==> src/rtl/riscv_pkg.sv <==
// Shared RISC-V decode constants, shadow-RAS state type and the link-register test.
package riscv_pkg;

    localparam logic [6:0] OPC_JAL  = 7'b1101111;
    localparam logic [6:0] OPC_JALR = 7'b1100111;

    typedef enum logic [1:0] {
        IDLE  = 2'd0,
        CHECK = 2'd1,
        HALT  = 2'd2
    } ras_state_t;

    // x1 (ra) and x5 (t0) are the ABI link registers.
    function automatic logic is_link(input logic [4:0] r);
        return (r == 5'd1) || (r == 5'd5);
    endfunction

endpackage

==> src/rtl/shadow_ras_if.sv <==
// riscv_bus view used by the shadow RAS: IF/ID snoop inputs in, stall and security flags out.
interface shadow_ras_if #(
    parameter int DEPTH = 16
);
    localparam int CW = $clog2(DEPTH) + 1;

    logic          ifid_valid;
    logic [31:0]   ins;
    logic [31:0]   IF_ID_pres_addr;
    logic [31:0]   branoff;
    logic          clr;
    logic          RAS_rdy;
    logic          ras_mismatch;
    logic          ras_overflow;
    logic          ras_underflow;
    logic [31:0]   mismatch_pc;
    logic [CW-1:0] ras_count;

    modport master (
        output ifid_valid, ins, IF_ID_pres_addr, branoff, clr,
        input  RAS_rdy, ras_mismatch, ras_overflow, ras_underflow, mismatch_pc, ras_count
    );

    modport slave (
        input  ifid_valid, ins, IF_ID_pres_addr, branoff, clr,
        output RAS_rdy, ras_mismatch, ras_overflow, ras_underflow, mismatch_pc, ras_count
    );

endinterface

==> src/rtl/ras_mem.sv <==
// Return-address storage: one synchronous write port, one combinational read port, no reset.
module ras_mem #(
    parameter int DEPTH = 16,
    parameter int AW    = $clog2(DEPTH)
) (
    input  logic          clk,
    input  logic          we_i,
    input  logic [AW-1:0] waddr_i,
    input  logic [31:0]   wdata_i,
    input  logic [AW-1:0] raddr_i,
    output logic [31:0]   rdata_o
);

    logic [31:0] mem_q [DEPTH];

    always_ff @(posedge clk) begin
        if (we_i) begin
            mem_q[waddr_i] <= wdata_i;
        end
    end

    assign rdata_o = mem_q[raddr_i];

endmodule

==> src/rtl/shadow_ras.sv <==
// Shadow return-address stack: mirrors call/return pairs seen in IF/ID and stalls the core
// for one cycle per return while the popped link is compared against the resolved target.
module shadow_ras
    import riscv_pkg::*;
#(
    parameter int DEPTH            = 16,
    parameter bit HALT_ON_MISMATCH = 1'b1
) (
    input  logic         clk,
    input  logic         Rst,
    shadow_ras_if.slave  bus
);

    localparam int AW = $clog2(DEPTH);
    localparam int CW = AW + 1;

    ras_state_t    state_q;
    logic          rdy_q;
    logic [AW-1:0] sp_q, sp_d, sp_m1;
    logic [CW-1:0] cnt_q, cnt_d;
    logic          mism_q, ovf_q, udf_q;
    logic [31:0]   mpc_q;
    logic [31:0]   top_q, target_q, pc_q;

    logic [6:0]    opc;
    logic [4:0]    rd, rs1;
    logic          ev, is_jal, is_jalr, rd_lnk, rs_lnk;
    logic          push, pop, pop_ok, empty, full;
    logic          ovf_ev, udf_ev, chk_fail;
    logic [31:0]   link_addr, mem_rdata;
    logic [AW-1:0] mem_waddr;

    // Decode is only live while IDLE; the core is stalled in CHECK/HALT so nothing is lost.
    assign opc     = bus.ins[6:0];
    assign rd      = bus.ins[11:7];
    assign rs1     = bus.ins[19:15];
    assign ev      = bus.ifid_valid && (state_q == IDLE);
    assign is_jal  = (opc == OPC_JAL);
    assign is_jalr = (opc == OPC_JALR);
    assign rd_lnk  = is_link(rd);
    assign rs_lnk  = is_link(rs1);

    assign push    = ev && (is_jal || is_jalr) && rd_lnk;
    assign pop     = ev && is_jalr && rs_lnk && (!rd_lnk || (rd != rs1));

    assign empty   = (cnt_q == '0);
    assign full    = (cnt_q == CW'(DEPTH));
    assign pop_ok  = pop && !empty;
    assign udf_ev  = pop && empty;
    assign ovf_ev  = push && !pop_ok && full;

    assign sp_m1     = sp_q - AW'(1);
    assign link_addr = bus.IF_ID_pres_addr + 32'd4;
    // A coincident pop frees the top slot, so the new link lands there instead of above it.
    assign mem_waddr = pop_ok ? sp_m1 : sp_q;
    assign chk_fail  = (state_q == CHECK) && (top_q != target_q);

    ras_mem #(
        .DEPTH (DEPTH),
        .AW    (AW)
    ) u_mem (
        .clk     (clk),
        .we_i    (push),
        .waddr_i (mem_waddr),
        .wdata_i (link_addr),
        .raddr_i (sp_m1),
        .rdata_o (mem_rdata)
    );

    always_comb begin
        sp_d  = sp_q;
        cnt_d = cnt_q;
        if (pop_ok && !push) begin
            sp_d  = sp_m1;
            cnt_d = cnt_q - CW'(1);
        end else if (push && !pop_ok) begin
            sp_d = sp_q + AW'(1);
            if (!full) begin
                cnt_d = cnt_q + CW'(1);
            end
        end
    end

    always_ff @(posedge clk or negedge Rst) begin
        if (!Rst) begin
            state_q <= IDLE;
            rdy_q   <= 1'b1;
            sp_q    <= '0;
            cnt_q   <= '0;
            mism_q  <= 1'b0;
            ovf_q   <= 1'b0;
            udf_q   <= 1'b0;
            mpc_q   <= '0;
        end else begin
            sp_q  <= sp_d;
            cnt_q <= cnt_d;
            ovf_q <= ovf_ev | (ovf_q & ~bus.clr);
            udf_q <= udf_ev | (udf_q & ~bus.clr);
            mism_q <= chk_fail | (mism_q & ~bus.clr);
            // Only the first mismatch is recorded; a clr in the same cycle re-arms the capture.
            if (chk_fail && (!mism_q || bus.clr)) begin
                mpc_q <= pc_q;
            end else if (bus.clr) begin
                mpc_q <= '0;
            end

            unique case (state_q)
                IDLE: begin
                    if (pop_ok) begin
                        state_q <= CHECK;
                        rdy_q   <= 1'b0;
                    end
                end
                CHECK: begin
                    if (!chk_fail || !HALT_ON_MISMATCH) begin
                        state_q <= IDLE;
                        rdy_q   <= 1'b1;
                    end else begin
                        state_q <= HALT;
                        rdy_q   <= 1'b0;
                    end
                end
                HALT: begin
                    if (bus.clr) begin
                        state_q <= IDLE;
                        rdy_q   <= 1'b1;
                    end
                end
                default: begin
                    state_q <= IDLE;
                    rdy_q   <= 1'b1;
                end
            endcase
        end
    end

    always_ff @(posedge clk) begin
        if (pop_ok) begin
            top_q    <= mem_rdata;
            target_q <= bus.branoff;
            pc_q     <= bus.IF_ID_pres_addr;
        end
    end

    assign bus.RAS_rdy       = rdy_q;
    assign bus.ras_mismatch  = mism_q;
    assign bus.ras_overflow  = ovf_q;
    assign bus.ras_underflow = udf_q;
    assign bus.mismatch_pc   = mpc_q;
    assign bus.ras_count     = cnt_q;

endmodule

==> src/flat_wrapper.sv <==
// flat-port wrapper written by rule: the top's interface ports become plain ports
module shadow_ras_flat import riscv_pkg::*;
#(
    parameter int DEPTH            = 16,
    parameter bit HALT_ON_MISMATCH = 1'b1
)
  (clk, Rst, bus_ifid_valid, bus_ins, bus_IF_ID_pres_addr, bus_branoff, bus_clr, bus_RAS_rdy, bus_ras_mismatch, bus_ras_overflow, bus_ras_underflow, bus_mismatch_pc, bus_ras_count);
  shadow_ras_if #(.DEPTH(DEPTH)) bus_i ();
  input  logic clk;
  input  logic Rst;
  input wire logic [$bits(bus_i.ifid_valid)-1:0] bus_ifid_valid;
  input wire logic [$bits(bus_i.ins)-1:0] bus_ins;
  input wire logic [$bits(bus_i.IF_ID_pres_addr)-1:0] bus_IF_ID_pres_addr;
  input wire logic [$bits(bus_i.branoff)-1:0] bus_branoff;
  input wire logic [$bits(bus_i.clr)-1:0] bus_clr;
  output wire logic [$bits(bus_i.RAS_rdy)-1:0] bus_RAS_rdy;
  output wire logic [$bits(bus_i.ras_mismatch)-1:0] bus_ras_mismatch;
  output wire logic [$bits(bus_i.ras_overflow)-1:0] bus_ras_overflow;
  output wire logic [$bits(bus_i.ras_underflow)-1:0] bus_ras_underflow;
  output wire logic [$bits(bus_i.mismatch_pc)-1:0] bus_mismatch_pc;
  output wire logic [$bits(bus_i.ras_count)-1:0] bus_ras_count;
  assign bus_i.ifid_valid = bus_ifid_valid;
  assign bus_i.ins = bus_ins;
  assign bus_i.IF_ID_pres_addr = bus_IF_ID_pres_addr;
  assign bus_i.branoff = bus_branoff;
  assign bus_i.clr = bus_clr;
  assign bus_RAS_rdy = bus_i.RAS_rdy;
  assign bus_ras_mismatch = bus_i.ras_mismatch;
  assign bus_ras_overflow = bus_i.ras_overflow;
  assign bus_ras_underflow = bus_i.ras_underflow;
  assign bus_mismatch_pc = bus_i.mismatch_pc;
  assign bus_ras_count = bus_i.ras_count;
  shadow_ras #(.DEPTH(DEPTH), .HALT_ON_MISMATCH(HALT_ON_MISMATCH)) u_core (.clk(clk), .Rst(Rst), .bus(bus_i));
endmodule
==> config.mk <==
export PLATFORM = sky130hd
export DESIGN_NAME = shadow_ras_flat
export DESIGN_NICKNAME = d
export VERILOG_FILES = /design/src/rtl/riscv_pkg.sv /design/src/rtl/shadow_ras_if.sv /design/src/rtl/ras_mem.sv /design/src/rtl/shadow_ras.sv /design/src/flat_wrapper.sv
export SDC_FILE = /design/constraint.sdc
export NUM_CORES = 1
export LEC_CHECK = 0
export BUFFER_PORTS_ARGS = -buffer_cell sky130_fd_sc_hd__buf_2
export CAP_MARGIN = 20
export CORE_MARGIN = 2
export CORE_UTILIZATION = 50
export DETAILED_ROUTE_END_ITERATION = 6
export MAX_ROUTING_LAYER = met4
export PLACE_DENSITY = 0.8
export SKIP_CTS_REPAIR_TIMING = 1
export SLEW_MARGIN = 40
export SYNTH_ARGS = -nofsm -noshare
export SYNTH_HDL_FRONTEND = slang
export SYNTH_HIERARCHICAL = 1
export SYNTH_SLANG_ARGS = --single-unit
==> constraint.sdc <==
create_clock -name clk -period 5.8 [get_ports clk]
set_clock_uncertainty 0.15 [all_clocks]
set_input_delay 1.16 -clock clk [delete_from_list [all_inputs] [get_ports clk]]
set_output_delay 1.16 -clock clk [all_outputs]
set_load 0.02 [all_outputs]
=== After elaboration in Yosys (flattened, before gate mapping) ===
Memory sizes are Yosys's and may differ from the RTL's. A register that Yosys moved wholly into a read port is not among the register bits.
Index checks and enable logic that the tools add are counted.

* Mux-type cells: 18
* Reductions and logical operators: 29
* Bitwise logic cells: 7
* $add $sub $neg: 5
* Equal/unequal tests: 14

{| class="wikitable"
|+ Operator list
! cell !! number
|-
| 32-bit 2-to-1 mux || 2
|-
| 32-bit by 3-bit adder with 32-bit output (second input constant) || 1
|-
| 32-bit inequality test || 1
|-
| 5-bit 2-to-1 mux || 3
|-
| 7-bit equality test (second input constant) || 2
|-
| 1-bit logical AND || 13
|-
| 4-bit 2-to-1 mux || 3
|-
| 5-bit by 1-bit equality test with 1-bit output (second input constant) || 2
|-
| 5-bit by 3-bit equality test with 1-bit output (second input constant) || 2
|-
| 2-bit 2-to-1 mux || 3
|-
| 2-bit one-hot mux with 3 select lines || 1
|-
| 5-bit by 1-bit adder with 5-bit output (second input constant) || 1
|-
| 5-bit equality test (second input constant) || 1
|-
| 1-bit zero test || 5
|-
| 5-bit zero test || 1
|-
| 1-bit logical OR || 5
|-
| 1-bit 2-to-1 mux || 5
|-
| 5-bit inequality test || 1
|-
| 5-bit by 1-bit subtractor with 5-bit output (second input constant) || 1
|-
| 4-bit by 1-bit adder with 4-bit output (second input constant) || 1
|-
| 2-bit inequality test (second input constant) || 2
|-
| 2-bit AND reduction || 2
|-
| 2-bit nonzero test || 2
|-
| 4-bit by 1-bit subtractor with 4-bit output (second input constant) || 1
|-
| other kinds (8) || 12
|}

* Register bits: 111
* Logic and storage cells: 84
* Bits of input ports: 100
* Output and inout bits: 41
* Memories: 1
* RAM bits: 512

{| class="wikitable"
|+ Memories
! memory !! words !! bits a word !! read ports !! clocked after memory_dff !! wr ports !! RTL line !! text
|-
| u_core.u_mem.mem_q || 16 || 32 || 1 || 1 || 1 || ras_mem.sv:14 || <nowiki>logic [31:0] mem_q [DEPTH];</nowiki>
|}

=== Depth between registers and ports, before layout ===
* Depth in word-level cells: 10
* Depth in mapped cells: 13
* Depth with buffers taken out: 11

=== Modules after synthesis ===
Netlist, hierarchy kept.

{| class="wikitable"
|+ Modules (own cells, without submodules)
! module !! seq. area each (µm²) !! cells each !! area each (µm²) !! instances
|-
| ras_mem || 15374.7 || 806 || 19213.4 || 1
|-
| shadow_ras || 4060.1 || 427 || 6147.1 || 1
|}

=== Worst setup path before layout ===
No wires, ideal clock.

* Kind: input to register
* Start: input bus_ins[4]
* End: memory u_core.u_mem.mem_q[0][0] (enable)
* Cell stages on the path: 8
* Setup time: 0.461 ns
* Buffers on the path: 1
* Data required time: 5.189 ns
* Path slack: -1.115 ns
* Arrival time: 6.304 ns
* Cells stage by stage: nand4b_1 nor4_1 o2111a_1 buf_2 nand2_1 xnor2_1 or3b_2 nor3_1

* Word-level cells in the longest chain between the ends: 6
* Elaborated cells on any way between the ends: 12
* Those cells by class: eq/ne (2); mux (3); reduce/logical (7)

{| class="wikitable"
|+ Ends and longest elaborated chain
! what !! RTL line !! text
|-
| start: declaration || flat_wrapper.sv:12 || <nowiki>input wire logic [$bits(bus_i.ins)-1:0] bus_ins;</nowiki>
|-
| 7-bit equality test || shadow_ras.sv:39 || <nowiki>assign is_jalr = (opc == OPC_JALR);</nowiki>
|-
| 1-bit logical AND (3 in series) || shadow_ras.sv:44 || <nowiki>assign pop = ev && is_jalr && rs_lnk && (!rd_lnk || (rd != rs1));</nowiki>
|-
| 1-bit logical AND || shadow_ras.sv:48 || <nowiki>assign pop_ok = pop && !empty;</nowiki>
|-
| net u_core.pop_ok || shadow_ras.sv:28 || <nowiki>logic push, pop, pop_ok, empty, full;</nowiki>
|-
| 4-bit 2-to-1 mux || shadow_ras.sv:55 || <nowiki>assign mem_waddr = pop_ok ? sp_m1 : sp_q;</nowiki>
|-
| net u_core.mem_waddr[2] || shadow_ras.sv:31 || <nowiki>logic [AW-1:0] mem_waddr;</nowiki>
|-
| end: declaration || ras_mem.sv:14 ||
|}

The timed path passes the listed nets, and every way through them passes these cells.

=== Worst setup path after layout ===
* Start: input bus_ins[4]
* End: memory u_core.u_mem.mem_q[10][13] (enable)

* Word-level cells in the longest chain between the ends: 6
* Elaborated cells on any way between the ends: 12
* Those cells by class: eq/ne (2); mux (3); reduce/logical (7)

{| class="wikitable"
|+ Ends and longest elaborated chain
! what !! RTL line
|-
| 7-bit equality test || shadow_ras.sv:39
|-
| 1-bit logical AND (3 in series) || shadow_ras.sv:44
|-
| 1-bit logical AND || shadow_ras.sv:48
|-
| 4-bit 2-to-1 mux || shadow_ras.sv:55
|-
| net u_core.mem_waddr[3] || shadow_ras.sv:31
|}

The timed path passes the listed nets, and every way through them passes these cells.

==> flow_results.org <==
** Critical path
- Worst Path Max Fanout :: 17
- Delay of the slowest critical-path stage :: 0.75 ns
- Crit. End Element :: flop
- Kind of cell adding the most delay to the critical path :: simple AND/OR/NAND/NOR gates
- Worst path required time :: 5.90 ns
- Critical-path cell with the highest stage delay :: sky130_fd_sc_hd__nor2_4
- The critical path in this run is classified as in -> reg.
- STA classifies the critical path startpoint as an input pin.
- Counting buffers and inverters, the worst setup path is 9 cells deep.
- Data on the critical path arrives at its endpoint at between 4 and 5 ns.
- Together, buffers and inverters on the worst path number 2.
- For the worst flop-to-flop path, the logic depth is 8.
- Cell chain of the critical path :: buf_2 > nand4b_1 > nor4_1 > o2111a_4 > nand2_1 > xnor2_1 > nand3b_1 > nor2_4 > buf_4

** Synthesis
- The Yosys step of the flow raised 6 warnings.
- Predominant post-synthesis flop cell :: sky130_fd_sc_hd__edfxtp_1
- The mapped netlist covers ~0.025 mm2.
- Synthesized area per cell :: approximately 21 um2
- Synthesized netlist cell count :: between 1,000 and 1,500
- Post-synthesis async set-or-reset flop share :: under 10%
- The number of different library cells used by synthesis comes to 45.
- Flip-flop and latch count after synthesis :: 655
- Share of the yosys chip area belonging to registers :: approximately three quarters
- Synthesized Nets :: 1,342
- The synthesized design contains slightly above 600 enable-type register cells.

** STA
- The count of final max-slew check failures is 0.
- Worst Max-Slew Pin Slew :: between 0.8 and 0.9 ns
- Setup repair after global routing missed its margin :: no
- Relative max-transition margin :: 42.0%
- Hold is met by 0.306 ns.
- Setup violations remaining at the end of the flow were counted as 0.
- Count of final hold-check violations :: 0
- Based on the critical path, the design can be clocked at up to 228 MHz.
- Final period util :: 75.6%
- After layout, the minimum clock period comes to approximately 4.4 ns.

** Final layout
- Area growth syn-to-layout :: 16.0%
- NumNets Final :: 1,517
- Leaving out fill and tap cells, the most frequent cell in the layout is sky130_fd_sc_hd__edfxtp_1.
- Cells fill ~59% of the core in the end.
- The layout has 3,479 filler cells.
- Top library cells by usage in the layout, fill and taps aside :: sky130_fd_sc_hd__edfxtp_1 (608), sky130_fd_sc_hd__mux4_2 (128), sky130_fd_sc_hd__buf_2 (125)
- Share of layout cells above drive strength 1 :: 32.0%
- Footprint of the multi-input gates :: 0.00596 mm2
- Across the whole layout, storage elements account for 0.0194 mm2.
- Design Area, Final :: roughly 0.03 mm2

** Die
- The floorplan has slightly above 80 rows.
- I/O pin count :: around 140
- Area enclosed by the die boundary :: 0.0525 mm2
- Effective utilization at floorplan :: 50.7%
- From bottom edge to top edge, the die measures about 230 um.
- Area of the placeable core :: around 0.050 mm2
- X dimension of the die :: 229 um

** Power
- Switching power of the nets :: a little under 2 mW
- Sequential cells account for 54.5% of the total power.
- Net switching is 20.4% of the power.
- Per report_power, the combinational group accounts for 2.8% of the total.
- VDD sags by at most 0.295 mV.
- Static Leakage :: slightly above 10 nW
- Overall power after layout :: 9.50 mW
- Power Dens Cells :: between 300 and 400 mW/mm2
- The clock network is responsible for 42.8% of the overall power.
- Cell internal power was estimated by the tool at 7.56 mW.

** GRT
- Global routing used approximately a quarter of the available tracks.
- First-pass GRT wire length :: 87,000 um
- The via count of the first global-routing pass came to 13,500.
- Entering global routing, the biggest net connects 79 pins.
- The number of antenna violations at the first check in global routing came to 6.
- Grt total ovfl :: 0

** Route
- Summing over every cut layer, the via total after detailed routing is 12,900.
- DRC violations left :: 0
- Vias per inst :: 6.04
- Routed wire length :: 58,900 um
- First-pass iteration count of the detailed router :: 5
- Metal-1 WL :: 21,500 um
- Met3 WL post-DR :: 6500 um
- After detailed routing, no signal wire sits above met4.
- In the final routed layout, each cell accounts on average for 27.6 um.
- The detail route stage leaves a number of antenna-violating nets equal to 0.
- After the first detailed-routing iteration, the DRC count stood at 1,670.
- WL met2 :: about 29,000 um

** CTS
- Clock root buffer :: sky130_fd_sc_hd__clkbuf_16
- The longest clock path from root to sink contains 3 buffers.
- TritonCTS built the clock tree.
- The clock tree synthesis step divided the H-tree into 3 levels.
- The number of clock buffers added by TritonCTS is 67.
- Clock sink count :: roughly 660
- Clock transition at the registers of the reported paths :: about 0.06 ns
- Clock latency of the later-clocked register in the worst-skew pair :: 0.60 ns

** Placement
- Once placement finished, the instance area stood at ~0.027 mm2.
- Total of buffers placed on input and output ports :: about 130
- Detailed Place HPWL :: 33,300 um
- Final weighted congestion in routability-driven placement :: 0.772

** Hold path
- Counting instances, the worst hold path has a depth of 1.
- Class of the most critical hold timing path :: reg -> reg

** Status
- The run finished with clean final reports.

** Job
- Max-cap violations :: 0
[worst reg2reg max path, cell delays in order (launching register included)]
cell and delay [ns]:
sky130_fd_sc_hd__dfrtp_1 0.40, sky130_fd_sc_hd__nand2b_1 0.15, sky130_fd_sc_hd__nor4_1 0.50, sky130_fd_sc_hd__o2111a_4 0.40
sky130_fd_sc_hd__nand2_1 0.10, sky130_fd_sc_hd__xnor2_1 0.35, sky130_fd_sc_hd__nand3b_1 0.45, sky130_fd_sc_hd__nor2_4 0.75
sky130_fd_sc_hd__buf_4 0.44
[power groups by stage]
stage / clock network, mW / registers, mW / logic, mW
after global placement: 0 / 5.27 / 0.240
final: 4.06 / 5.17 / 0.263
after CTS: 4.11 / 5.17 / 0.264
after floorplan: 0 / 5.27 / 0.136
after global routing: 4.29 / 5.17 / 0.286
after detailed placement: 0 / 5.27 / 0.261
[state kept, by name, indices dropped and copies added (netlist names)]
register,count
u_core/bus.ras_mismatch,1
u_core/bus.ras_overflow,1
u_core/bus.RAS_rdy,1
u_core/u_mem/mem_q,512
u_core/bus.ras_underflow,1
u_core/state_q,2
u_core/bus.ras_count,5
u_core/top_q,32
u_core/bus.mismatch_pc,32
u_core/target_q,32
u_core/pc_q,32
u_core/sp_q,4
[cells by family after synthesis]
family          count (synthesis)  share of synthesized area [%]
mux                           161                           12.8
xor+xnor                       74                           2.56
compound gates                 85                           2.46
fa+ha+maj                       9                          0.474
buf+inv                        71                           1.39
simple gates                  178                           3.67
flops                         655                           76.6
[synthesized netlist by cell type (all sizes together), types with 4 or more instances]
cell type / number / area [um2]
nor3: 9 / 50.1
inv: 16 / 60.1
nand3: 17 / 85.1
nand4: 7 / 43.8
and3: 5 / 31.3
dfrtp: 46 / 1150
nor2b: 37 / 231
nor4: 12 / 90.1
mux4: 128 / 2880
ha: 8 / 100
xor2: 53 / 464
buf: 30 / 198
clkbuf: 25 / 93.8
mux2: 32 / 360
nand2: 47 / 176
a22oi: 64 / 480
xnor2: 21 / 184
edfxtp: 608 / 18300
nand2b: 8 / 50.1
o21ai: 7 / 35.0
a21oi: 4 / 20.0
nor2: 28 / 105
[per-layer routing]
layer  GRT usage, %  vias to the layer above
li1               -                     5335
met1           29.4                     6627
met2           36.7                      790
met3           7.07                      157
met4           8.73                        0
met5              -                        -
[cell type report]
| class | instances | area share, % |
|---|---|---|
| diodes | 6 | 0.0510 |
| clock buffers | 93 | 6.31 |
| clock inverters | 27 | 0.672 |
| inverters | 16 | 0.264 |
| multi-input cells | 507 | 20.3 |
| flip-flops and latches | 655 | 66.1 |
| well taps | 672 | 2.86 |
| repair buffers | 161 | 3.53 |
[worst paths after layout]
check / startpoint / end / slack [ns]
setup reg to reg: u_core/state_q[1] / u_core/u_mem/mem_q[10][13] / 1.76
setup / recovery: bus_ins[4] / u_core/u_mem/mem_q[10][13] / 1.41
hold / removal: u_core/pc_q[24] / u_core/bus.mismatch_pc[24] / 0.31
max in group asynchronous: Rst / u_core/bus.mismatch_pc[11] / 4.59
hold reg to reg: u_core/pc_q[24] / u_core/bus.mismatch_pc[24] / 0.31
min in group asynchronous: Rst / u_core/bus.ras_count[1] / 0.50
[stage by stage]
step | instances | setup TNS [ns] | setup slack (ns)
2_1_floorplan | 1233 | -37.01 | -0.244
3_3_place_gp | 2010 | 0 | 0.971
3_5_place_dp | 2011 | 0 | 0.868
4_1_cts | 2131 | 0 | 1.41
5_1_grt | 2137 | 0 | 1.18
6_report | 2137 | 0 | 1.41
(Power assumes the default switching activity.)
